[src/rtl/tmvm_pkg.sv]
// Shared definitions for the ternary matrix-vector engine: weight codes,
// default geometry and the per-term / saturation arithmetic helpers.
package tmvm_pkg;

    typedef enum logic [1:0] {
        W_ZERO = 2'b00,
        W_POS  = 2'b01,
        W_RSVD = 2'b10,
        W_NEG  = 2'b11
    } wcode_e;

    localparam int DEF_IN_LEN    = 16;
    localparam int DEF_OUT_LEN   = 8;
    localparam int DEF_BIT_WIDTH = 8;
    localparam int DEF_LANES     = 2;

    // Works at 32 bits so negating the most negative activation cannot wrap;
    // callers narrow the result to their accumulator width.
    function automatic logic signed [31:0] ternary_term(input logic signed [31:0] act,
                                                        input logic [1:0]         code);
        case (wcode_e'(code))
            W_POS:   return act;
            W_NEG:   return -act;
            default: return 32'sd0;
        endcase
    endfunction

    function automatic logic signed [31:0] sat_to_width(input logic signed [31:0] v,
                                                        input int                 w);
        logic signed [31:0] hi;
        logic signed [31:0] lo;
        hi = (32'sd1 <<< (w - 1)) - 32'sd1;
        lo = -(32'sd1 <<< (w - 1));
        if (v > hi) begin
            return hi;
        end else if (v < lo) begin
            return lo;
        end
        return v;
    endfunction

endpackage

[src/rtl/ternary_col_pe.sv]
// One output column: sums the ternary-weighted contributions of all lanes
// of a single beat into an accumulator-width partial sum.
module ternary_col_pe
    import tmvm_pkg::*;
#(
    parameter int BitWidth = DEF_BIT_WIDTH,
    parameter int Lanes    = DEF_LANES,
    parameter int AccWidth = 13
) (
    input  logic [BitWidth*Lanes-1:0] i_act,
    input  logic [2*Lanes-1:0]        i_codes,
    output logic signed [AccWidth-1:0] o_sum
);

    logic signed [AccWidth-1:0] w_sum;
    logic signed [BitWidth-1:0] w_act;

    always_comb begin
        w_sum = '0;
        w_act = '0;
        for (int l = 0; l < Lanes; l++) begin
            w_act = signed'(i_act[l*BitWidth +: BitWidth]);
            w_sum = w_sum + AccWidth'(ternary_term(32'(w_act), i_codes[2*l +: 2]));
        end
    end

    assign o_sum = w_sum;

endmodule

[src/rtl/ternary_mvm_engine.sv]
// Streaming ternary-weight matrix-vector multiplier with a double-buffered,
// serialised output. Define TMVM_RELU_EN to store negative results as zero.
module ternary_mvm_engine
    import tmvm_pkg::*;
#(
    parameter int InLen    = DEF_IN_LEN,
    parameter int OutLen   = DEF_OUT_LEN,
    parameter int BitWidth = DEF_BIT_WIDTH,
    parameter int Lanes    = DEF_LANES,
    parameter int AccWidth = BitWidth + $clog2(InLen) + 1
) (
    input  logic                        clk,
    input  logic                        rst,
    input  logic                        en,
    input  logic                        in_valid,
    output logic                        in_ready,
    input  logic [BitWidth*Lanes-1:0]   in_data,
    input  logic [2*Lanes*OutLen-1:0]   in_w,
    output logic                        out_valid,
    input  logic                        out_ready,
    output logic signed [BitWidth-1:0]  out_data,
    output logic [$clog2(OutLen)-1:0]   out_idx,
    output logic                        out_last,
    output logic                        sat_flag
);

    localparam int NB   = InLen / Lanes;
    localparam int CntW = (NB > 1) ? $clog2(NB) : 1;
    localparam int IdxW = $clog2(OutLen);
    localparam logic [CntW-1:0] LastBeat = CntW'(NB - 1);
    localparam logic [IdxW-1:0] LastIdx  = IdxW'(OutLen - 1);

    if (InLen % Lanes != 0) begin : g_bad_geometry
        $error("ternary_mvm_engine: InLen must be a multiple of Lanes");
    end

    logic [CntW-1:0]            r_beat_cnt;
    logic signed [AccWidth-1:0] r_acc [OutLen];
    logic signed [BitWidth-1:0] r_buf [OutLen];
    logic                       r_busy;
    logic [IdxW-1:0]            r_idx;
    logic                       r_sat;

    logic signed [AccWidth-1:0] w_part     [OutLen];
    logic signed [AccWidth-1:0] w_acc_next [OutLen];
    logic signed [BitWidth-1:0] w_store    [OutLen];
    logic [OutLen-1:0]          w_clamp;
    logic                       w_last_beat;
    logic                       w_in_fire;
    logic                       w_out_fire;
    logic                       w_free;

    for (genvar j = 0; j < OutLen; j++) begin : g_col
        logic [2*Lanes-1:0] w_codes;
        logic signed [31:0] w_sat;

        for (genvar l = 0; l < Lanes; l++) begin : g_lane
            assign w_codes[2*l +: 2] = in_w[2*(l*OutLen + j) +: 2];
        end

        ternary_col_pe #(
            .BitWidth (BitWidth),
            .Lanes    (Lanes),
            .AccWidth (AccWidth)
        ) u_pe (
            .i_act   (in_data),
            .i_codes (w_codes),
            .o_sum   (w_part[j])
        );

        // The first beat of a vector overwrites the accumulator so nothing carries over.
        assign w_acc_next[j] = (r_beat_cnt == '0) ? w_part[j] : r_acc[j] + w_part[j];
        assign w_sat         = sat_to_width(32'(w_acc_next[j]), BitWidth);
        assign w_clamp[j]    = (w_sat != 32'(w_acc_next[j]));
`ifdef TMVM_RELU_EN
        assign w_store[j]    = (w_sat < 0) ? '0 : BitWidth'(w_sat);
`else
        assign w_store[j]    = BitWidth'(w_sat);
`endif
    end

    assign w_last_beat = (r_beat_cnt == LastBeat);
    assign out_valid   = en & r_busy;
    assign out_last    = out_valid & (r_idx == LastIdx);
    assign out_idx     = r_idx;
    assign out_data    = r_buf[r_idx];
    assign sat_flag    = r_sat;
    assign w_out_fire  = out_valid & out_ready;
    assign w_free      = w_out_fire & out_last;

    // Only the closing beat waits for the buffer; it may load in the very cycle the buffer frees.
    assign in_ready  = en & ~rst & ~(w_last_beat & r_busy & ~w_free);
    assign w_in_fire = in_valid & in_ready;

    always_ff @(posedge clk or posedge rst) begin
        if (rst) begin
            r_beat_cnt <= '0;
            r_busy     <= 1'b0;
            r_idx      <= '0;
            r_sat      <= 1'b0;
            for (int j = 0; j < OutLen; j++) begin
                r_acc[j] <= '0;
                r_buf[j] <= '0;
            end
        end else if (en) begin
            if (w_in_fire) begin
                r_beat_cnt <= w_last_beat ? '0 : r_beat_cnt + 1'b1;
                for (int j = 0; j < OutLen; j++) begin
                    r_acc[j] <= w_acc_next[j];
                end
            end
            if (w_in_fire && w_last_beat) begin
                for (int j = 0; j < OutLen; j++) begin
                    r_buf[j] <= w_store[j];
                end
                r_busy <= 1'b1;
                r_idx  <= '0;
                r_sat  <= r_sat | (|w_clamp);
            end else if (w_out_fire) begin
                if (out_last) begin
                    r_busy <= 1'b0;
                    r_idx  <= '0;
                end else begin
                    r_idx <= r_idx + 1'b1;
                end
            end
        end
    end

endmodule

[config.mk]
export PLATFORM = sky130hd
export DESIGN_NAME = ternary_mvm_engine
export DESIGN_NICKNAME = d
export VERILOG_FILES = /design/src/rtl/tmvm_pkg.sv /design/src/rtl/ternary_col_pe.sv /design/src/rtl/ternary_mvm_engine.sv
export SDC_FILE = /design/constraint.sdc
export NUM_CORES = 1
export LEC_CHECK = 0
export ABC_AREA = 1
export CAP_MARGIN = 20
export CORE_AREA = 2 2 260 262
export DETAILED_ROUTE_END_ITERATION = 8
export DIE_AREA = 0 0 262 264
export SKIP_CTS_REPAIR_TIMING = 1
export SKIP_LAST_GASP = 1
export SLEW_MARGIN = 20
export SYNTH_ARGS = -nofsm -noshare
export SYNTH_HDL_FRONTEND = slang
export SYNTH_SLANG_ARGS = --single-unit
[constraint.sdc]
create_clock -name clk -period 14.55 [get_ports clk]
set_clock_uncertainty 0.1 [all_clocks]
set_input_delay 3.6375 -clock clk [delete_from_list [all_inputs] [get_ports clk]]
set_output_delay 3.6375 -clock clk [all_outputs]
set_load 0.005 [all_outputs]
**Word-level counts from Yosys, hierarchy flattened**

Index checks and enable logic that the tools add are counted.

- Register bits: 176
- Output and inout bits: 15
- Input bits: 53

- Add/sub/neg operators: 20
- Muxes and demuxes: 74
- Reductions and logical operators: 9
- Equal/unequal tests: 42
- Bitwise logic cells: 14
- Magnitude comparators: 17

Operators with widths:

| operator | count |
|---|---|
| 32-bit two-way mux | 24 |
| 13-bit one-hot mux with 2 select lines | 16 |
| 32-bit by 13-bit != test with 1-bit output | 8 |
| 13-bit adder | 16 |
| 13-bit by 8-bit > comparator with 1-bit output, second input constant | 8 |
| 13-bit by 8-bit less-than comparator with 1-bit output, second input constant | 8 |
| 13-bit two-way mux | 8 |
| 2-bit by 1-bit equality test with 1-bit output, second input constant | 16 |
| 2-bit equality test, second input constant | 16 |
| 8-bit negation with 13-bit output | 2 |
| 8-bit binary-select mux with 3-bit select | 1 |
| 1-bit two-way mux | 19 |
| 8-bit two-way mux | 2 |
| 3-bit two-way mux | 4 |
| 1-bit bitwise AND | 9 |
| 8-bit OR reduction | 1 |
| 3-bit by 1-bit adder with 3-bit output, second input constant | 2 |
| 3-bit equality test, second input constant | 2 |
| 2-bit AND reduction | 3 |
| 4-bit greater-or-equal comparator, second input constant | 1 |
| 3-bit NOT with 4-bit output | 1 |
| 2-bit nonzero test | 2 |
| 3-bit zero test | 1 |
| 1-bit NOT | 3 |
| 3 further kinds | 3 |

**Logic depth before layout (Yosys ltp)**

Gate-level depths: netlist (run 1).

- Depth after elaboration: 12
- Mapped depth: 40
- Depth with buffers taken out: 39

**Modules after synthesis**

A second synthesis (run 1) with hierarchy kept.

- Cells, all modules: 3984
- Area total of the unflattened synthesis: 23635.2 um^2

Modules (own cells, without submodules):

| module | times used | area each (um^2) | cells an instance |
|---|---|---|---|
| ternary_mvm_engine | 1 | 14646.5 | 2280 |
| ternary_col_pe | 8 | 1123.6 | 213 |

**Worst setup path before layout (run 1)**

No wires, ideal clock.

- Path type: input to output
- Start point: in rst
- End point: out in_ready
- Data required time: 10812 ps
- Path slack: 3038 ps
- Cell stages on the path: 3
- Arrival time: 7775 ps
- Cells stage by stage: inv_1 nand3_1 inv_2

- Word-level cells in the longest chain between the ends: 3

RTL lines:

| element | RTL line | text |
|---|---|---|
| from (decl) | ternary_mvm_engine.sv:13 | `input logic rst,` |
| 1-bit NOT | ternary_mvm_engine.sv:92 | `assign in_ready = en & ~rst & ~(w_last_beat & r_busy & ~w_free);` |
| 1-bit bitwise AND (2 in series) | ternary_mvm_engine.sv:92 |  |
| to (decl) | ternary_mvm_engine.sv:16 | `output logic in_ready,` |

Every way passes these cells.

**Worst setup path in the final report (run 1)**

- Start point: in in_data[0]
- End point: reg r_sat (netlist: sat_flag)

- Word-level cells in the longest chain between the ends: 12
- Elaborated cells on any way between the ends: 91
- Classes of those cells: 17 x add/sub; 16 x order compare; 8 x eq/ne; 48 x mux; 1 x bitwise; 1 x reduce/logical

RTL lines:

| element | RTL line | text |
|---|---|---|
| from (decl) | ternary_mvm_engine.sv:17 | `input logic [BitWidth*Lanes-1:0] in_data,` |
| 8-bit negation with 13-bit output | tmvm_pkg.sv:23 | `W_NEG: return -act;` |
| 13-bit one-hot mux with 2 select lines | tmvm_pkg.sv:21 | `case (wcode_e'(code))` |
| 13-bit adder | ternary_col_pe.sv:23 | `w_sum = w_sum + AccWidth'(ternary_term(32'(w_act), i_codes[2*l +: 2]));` |
| 13-bit adder | ternary_mvm_engine.sv:72 | `assign w_acc_next[j] = (r_beat_cnt == '0) ? w_part[j] : r_acc[j] + w_part[j];` |
| 13-bit two-way mux | ternary_mvm_engine.sv:72 |  |
| 13-bit by 8-bit less-than comparator with 1-bit output | tmvm_pkg.sv:36 | `end else if (v < lo) begin` |
| 1-bit two-way mux | tmvm_pkg.sv:36 |  |
| 1-bit two-way mux | tmvm_pkg.sv:34 | `if (v > hi) begin` |
| 32-bit two-way mux | tmvm_pkg.sv:39 | `return v;` |
| 32-bit by 13-bit != test with 1-bit output | ternary_mvm_engine.sv:74 | `assign w_clamp[j] = (w_sat != 32'(w_acc_next[j]));` |
| 8-bit OR reduction (*) | ternary_mvm_engine.sv:118 | `r_sat <= r_sat \| (\|w_clamp);` |
| 1-bit bitwise OR (*) | ternary_mvm_engine.sv:118 |  |
| to (signal assigned) | ternary_mvm_engine.sv:118 |  |
| to (decl) | ternary_mvm_engine.sv:42 | `logic r_sat;` |

Mark *: on every way between the ends. The rest lies on a longest branch, timed or not.
A chain may end at the register's enable or synchronous reset.

==> results.cfg, run 1 <==
[outcome]
status = finished, final reports clean

[clocking]
clock_sinks = 176
path_clk_slew_ns = 0.07
tritoncts = yes
cts_buffers = 17
cts_max_level = 4
clk_latency_ns = 0.51
cts_root_buffer = clkbuf_16
cts_max_path_buffers = 2

[logic_synthesis]
syn_avg_cell_area_um2 = 5.96
synth-main-ff-cell = dfrtp_1
ys_seq_area_share_pct = 19.7
synth_common_cells = nand2_1 (1303), inv_1 (559), nand3_1 (331)
synth_top_area_share_pct = 21.8
synth_compound_area_share_pct = 14.9
synth_nets = 4026
synth_area_leaders = nand2_1 (22%), dfrtp_1 (20%), ha_1 (11%)
yosysMostFrequentCell = nand2_1
yosysWarnings = 0
yosys.area_share.simple_pct = 38.7
synthAdderAreaFrac_pct = 12.7
synth-edff-count = 0
synth_mux_area_share_pct = 0.447
syn_inst = 3756
synth-seq-cells = 176
syn-cell-area_mm2 = 0.0224
synth_top_family_by_area = simple AND/OR/NAND/NOR gates
synth_cell_types = 45
synth-xor-area-share_pct = 2.39
synthArstFlopShare_pct = 100
yosysTopAreaCell = nand2_1

[final_layout]
n_antenna_cell = 0
n_fill_cell = 7354
fin_nets = 4061
layout-drive-gt1-share_pct = 3.58
area_delta_synth_final_pct = 9.87

[critical_path]
startpoint_type = input pin
timing.critical_path.buf_inv = 4
regToRegStartpoint = out_idx[1]
reg2reg_setup_slack_ns = 10.58
arrival_ns = 9.80
cpPeakStageDelay_ns = 0.96
path_class = in2reg
critPathMostFrequentCell = nand2_1
reg2reg_to = r_buf[47]
crit_required_ns = 14.85
critical_path.top_delay_family = simple AND/OR/NAND/NOR gates
critPathCaptureType = flop
r2r_cells = 13
path_max_fanout = 10
slowest_stage = xor2_1

[power_and_ir_drop]
intPower_mw = 1.91
p_leak_nw = 13.7
ir_drop_uv = 104
switchingPower_mw = 2.24
share_comb_of_total_power_pct = 68.1
seqPwrFrac_pct = 20.4
power_density_mw_per_mm2 = 169
p_sw_share_pct = 54.0
clkPwrFrac_pct = 11.5

[sta]
period_needed_ns = 9.50
setup_ws_ns = 5.05
relSlewSlack_pct = 18.2
fmax_mhz = 105
fin_tns_setup_ns = 0
drv_slew = 0
rsz0062_at_grt = false
worstMarginPinSlew_ns = 1.22
period_share_pct = 65.3
setup_violations = 0
hold_viol = 0

[place]
port_buffers = 67
pre_cts_slack_ns = 4.74
hpwl_mm = 60.9
gp_congestion = 0.949

[routing]
drc = 0
drt_iter0_drc = 2009
drt_first_pass_iters = 5
wl_mm = 76.7
via_per_inst = 5.09
antenna_left = 0
vias = 23800
wire_per_inst_um = 16.4

[die]
core_area_mm2 = 0.0666
io_pins = 68
die_width_um = 262
rows = 95
start_util_pct = 33.6
die_y_um = 264
die_area_mm2 = 0.0692

[global_routing]
grt_max_degree = 87
overflow = 0
antenna_found_initial = 4
grt_pass1_vias = 21800
globalRouteTotalUtil_pct = 22.2
grt_first_pass_wirelength_mm = 120

[min_path]
hold_class = reg2reg
hold_depth = 1
worstHoldEndpoint = r_buf[29]
worstHoldStart = r_buf[29]

[run]
drv_cap = 0
==> routing by layer <==
| layer | global-route usage [%] | routed length, um | vias to the layer above |
|---|---|---|---|
| met5 | 0 | 55 | - |
| met4 | 6.72 | 2080 | 8 |
| met3 | 3.95 | 4880 | 122 |
| met2 | 34.6 | 33500 | 665 |
| met1 | 31.0 | 36200 | 10700 |
| li1 | - | - | 12200 |
==> registers in the layout (all words and copies together), names as in the netlist <==
signal,count
r_acc,104
r_buf,64
r_beat_cnt,3
sat_flag,1
out_idx,3
r_busy,1
==> power by group through the flow <==
| stage | combinational, mW | clock [mW] | sequential [mW] |
|---|---|---|---|
| CTS | 2.81 | 0.485 | 0.842 |
| floorplan | 2.07 | 0 | 0.798 |
| global placement | 2.78 | 0 | 0.848 |
| detailed placement | 2.80 | 0 | 0.847 |
| finish | 2.82 | 0.475 | 0.846 |
| global route | 3.22 | 0.503 | 0.871 |
==> cell families after synthesis <==
family          count (synthesis)
flops                         176
fa+ha+maj                     217
xor+xnor                       61
simple gates                 2031
mux                            10
compound gates                602
buf+inv                       659
==> metrics by stage <==
step                      area (um2)  std cells  hold WS (ns)  power [mW]  util [%]
after global routing           24600       4677         0.399        4.60      37.0
final                          24600       4677         0.383        4.15      37.0
after CTS                      24600       4677         0.384        4.14      37.0
after floorplan                22400       3756         0.344        2.87         -
after global placement         24000       4645         0.360        3.63      36.1
after detailed placement       24000       4645         0.365        3.64      36.1
==> worst max path at each step <==
stage                     slack [ns]  endpoint  cells after the start       start
after detailed placement        4.74  sat_flag                     31  in_data[0]
final                           5.05  sat_flag                     31  in_data[0]
after global placement          4.83  sat_flag                     31  in_data[0]
after floorplan                 3.04  in_ready                      3         rst
after CTS                       5.26  sat_flag                     31  in_data[0]
after global routing            4.52  sat_flag                     32  in_data[0]
==> worst register-to-register path: stages, from the launching register on <==
cell and delay [ns]:
dfrtp_1 0.62, ha_1 0.32, ha_1 0.17, inv_1 0.09
o211ai_1 0.10, nand3_1 0.09, inv_2 0.06, nand2_4 0.44
nor2_2 0.05, buf_4 0.28, inv_2 0.08, buf_4 0.60
nand2_1 0.39, o21ai_0 0.39
==> layout make-up <==
type,count,area (um2),area share (%)
Clock buffer,20,447,1.82
Clock inverter,12,109,0.443
Inverter,589,2230,9.08
Multi-Input combinational cell,2921,15500,63.0
Sequential cell,176,4400,17.9
Tap cell,873,1090,4.44
Timing Repair Buffer,86,826,3.36
==> placed cells by master (no fill, tap or decap), types with 5 or more instances in the layout <==
cell type	count
nand2_1	1302
inv_1	557
nand3_1	331
o21ai_0	258
nor2_1	233
ha_1	201
dfrtp_1	176
a21oi_1	151
o22ai_1	107
clkdlybuf4s50_1	67
nand4_1	57
xor2_1	36
xnor2_1	25
nand3b_1	23
inv_2	22
and2_1	22
buf_4	18
clkbuf_16	17
o21bai_1	16
fa_1	16
a21o_1	15
o21ai_1	15
a22o_1	15
nand2_2	14
nand2_4	12
mux2i_1	10
nand3_2	10
a31oi_1	10
nor3_1	8
clkinv_1	7
nor2_2	6
clkinv_2	5
(Power assumes the default switching activity.)
==> run 2, diff against run 1 <==
==> constraint.sdc (replaced) <==
create_clock -name clk -period 9.6 [get_ports clk]
set_clock_uncertainty 0.1 [all_clocks]
set_input_delay 2.4 -clock clk [delete_from_list [all_inputs] [get_ports clk]]
set_output_delay 2.4 -clock clk [all_outputs]
set_load 0.005 [all_outputs]
==> results.cfg, run 2 (synthesized netlist as in run 1, its figures left out) <==
[power_and_ir_drop]
power_density_mw_per_mm2 = 257
ir_drop_uv = 154
p_leak_nw = 13.7

[die]
rows = 95
core_area_mm2 = 0.0666
die_y_um = 264
die_area_mm2 = 0.0692
die_width_um = 262
io_pins = 68
start_util_pct = 33.6

[global_routing]
grt_max_degree = 68
antenna_found_initial = 4
grt_pass1_vias = 22200
grt_first_pass_wirelength_mm = 122
overflow = 0
globalRouteTotalUtil_pct = 22.6

[sta]
hold_viol = 0
drv_slew = 0
setup_violations = 0
period_share_pct = 80.0
period_needed_ns = 7.68
fmax_mhz = 130
setup_ws_ns = 1.92
worstMarginPinSlew_ns = 0.878
relSlewSlack_pct = 41.5
fin_tns_setup_ns = 0
rsz0062_at_grt = false

[final_layout]
top_register = r_acc
seq_area_mm2 = 0.00440
layout_commonest_cell = nand2_1
fin_nets = 4069
top_regs = r_acc x104, r_buf x64
area_delta_synth_final_pct = 10.2
multi_input_area_mm2 = 0.0155
most-common-layout-cells = nand2_1 (1302), inv_1 (557), nand3_1 (331)
fin_util_pct = 37.1
n_fill_cell = 7349
largest_reg_flops = 104
layout-drive-gt1-share_pct = 3.83

[run]
drv_cap = 0

[routing]
antenna_left = 0
drt_iter0_drc = 1911
drt_first_pass_iters = 9
via_per_inst = 5.10
drc = 0
vias = 23900
wl_mm = 77.5
wire_per_inst_um = 16.5

[critical_path]
regToRegStartpoint = out_idx[1]
r2r_cells = 14
crit_required_ns = 9.90
arrival_ns = 7.99
startpoint_type = input pin
path_max_fanout = 11
path_class = in2reg
slowest_stage = clkdlybuf4s50_1
cpPeakStageDelay_ns = 0.66
critPathMostFrequentCell = nand2_1
reg2reg_to = r_buf[10]
reg2reg_setup_slack_ns = 5.40
critPathCaptureType = flop

[clocking]
cts_max_path_buffers = 2
clock_sinks = 176
clk_latency_ns = 0.52
path_clk_slew_ns = 0.08
cts_root_buffer = clkbuf_16
cts_buffers = 17
cts_max_level = 4
tritoncts = yes

[place]
hpwl_mm = 61.7
port_buffers = 67
pre_cts_slack_ns = 1.65
gp_congestion = 0.982

[min_path]
worstHoldStart = r_buf[26]
hold_class = reg2reg
worstHoldEndpoint = r_buf[26]
hold_depth = 1

[outcome]
status = finished, final reports clean
-- run 2: layout make-up --
| class | instances | area share [%] |
|---|---|---|
| flip-flops and latches | 176 | 17.8 |
| diodes | 1 | 0.0101 |
| multi-input cells | 2921 | 62.8 |
| clock buffers | 19 | 1.84 |
| repair buffers | 94 | 3.54 |
| well taps | 873 | 4.43 |
| clock inverters | 13 | 0.517 |
| inverters | 589 | 9.05 |
-- run 2: where the power goes --
group          switching [mW]  internal [mW]  leakage (nW)
clock network           0.372          0.376         0.283
logic                    2.84           1.47          11.2
registers               0.218           1.06          2.19
-- run 2: worst max path at each step --
| stage | start | to | slack (ns) | depth (start not counted) |
|---|---|---|---|---|
| 2_1_floorplan | rst | in_ready | 0.56 | 3 |
| 3_3_place_gp | in_data[8] | sat_flag | 1.66 | 28 |
| 5_1_grt | in_data[0] | sat_flag | 1.42 | 32 |
| 3_5_place_dp | in_data[0] | sat_flag | 1.65 | 31 |
| 6_report | in_data[0] | sat_flag | 1.92 | 31 |
| 4_1_cts | in_data[0] | sat_flag | 2.19 | 31 |
-- run 2: metal layers --
layer | GRT usage [%] | vias up | share of wire, %
li1 | - | 12300 | -
met3 | 4.21 | 142 | 6.7
met1 | 31.0 | 10800 | 47
met2 | 34.5 | 707 | 43
met4 | 9.30 | 6 | 4.0
met5 | 0 | - | 0.053
-- run 2: critical path, delay by kind of cell --
| kind | cells | cell delay [ns] |
|---|---|---|
| fa+ha+maj | 2 | 0.77 |
| buf+inv | 3 | 1.09 |
| compound gates | 2 | 0.60 |
| simple gates | 24 | 3.11 |
-- run 2: per-stage QoR --
step                hold slack (ns)  power [mW]  cells  area (um2)
detailed placement            0.365        5.54   4653       24100
CTS                           0.384        6.31   4685       24700
global placement              0.364        5.51   4653       24100
floorplan                     0.344        4.35   3756       22400
global route                  0.402        7.00   4686       24700
finish                        0.387        6.33   4686       24700
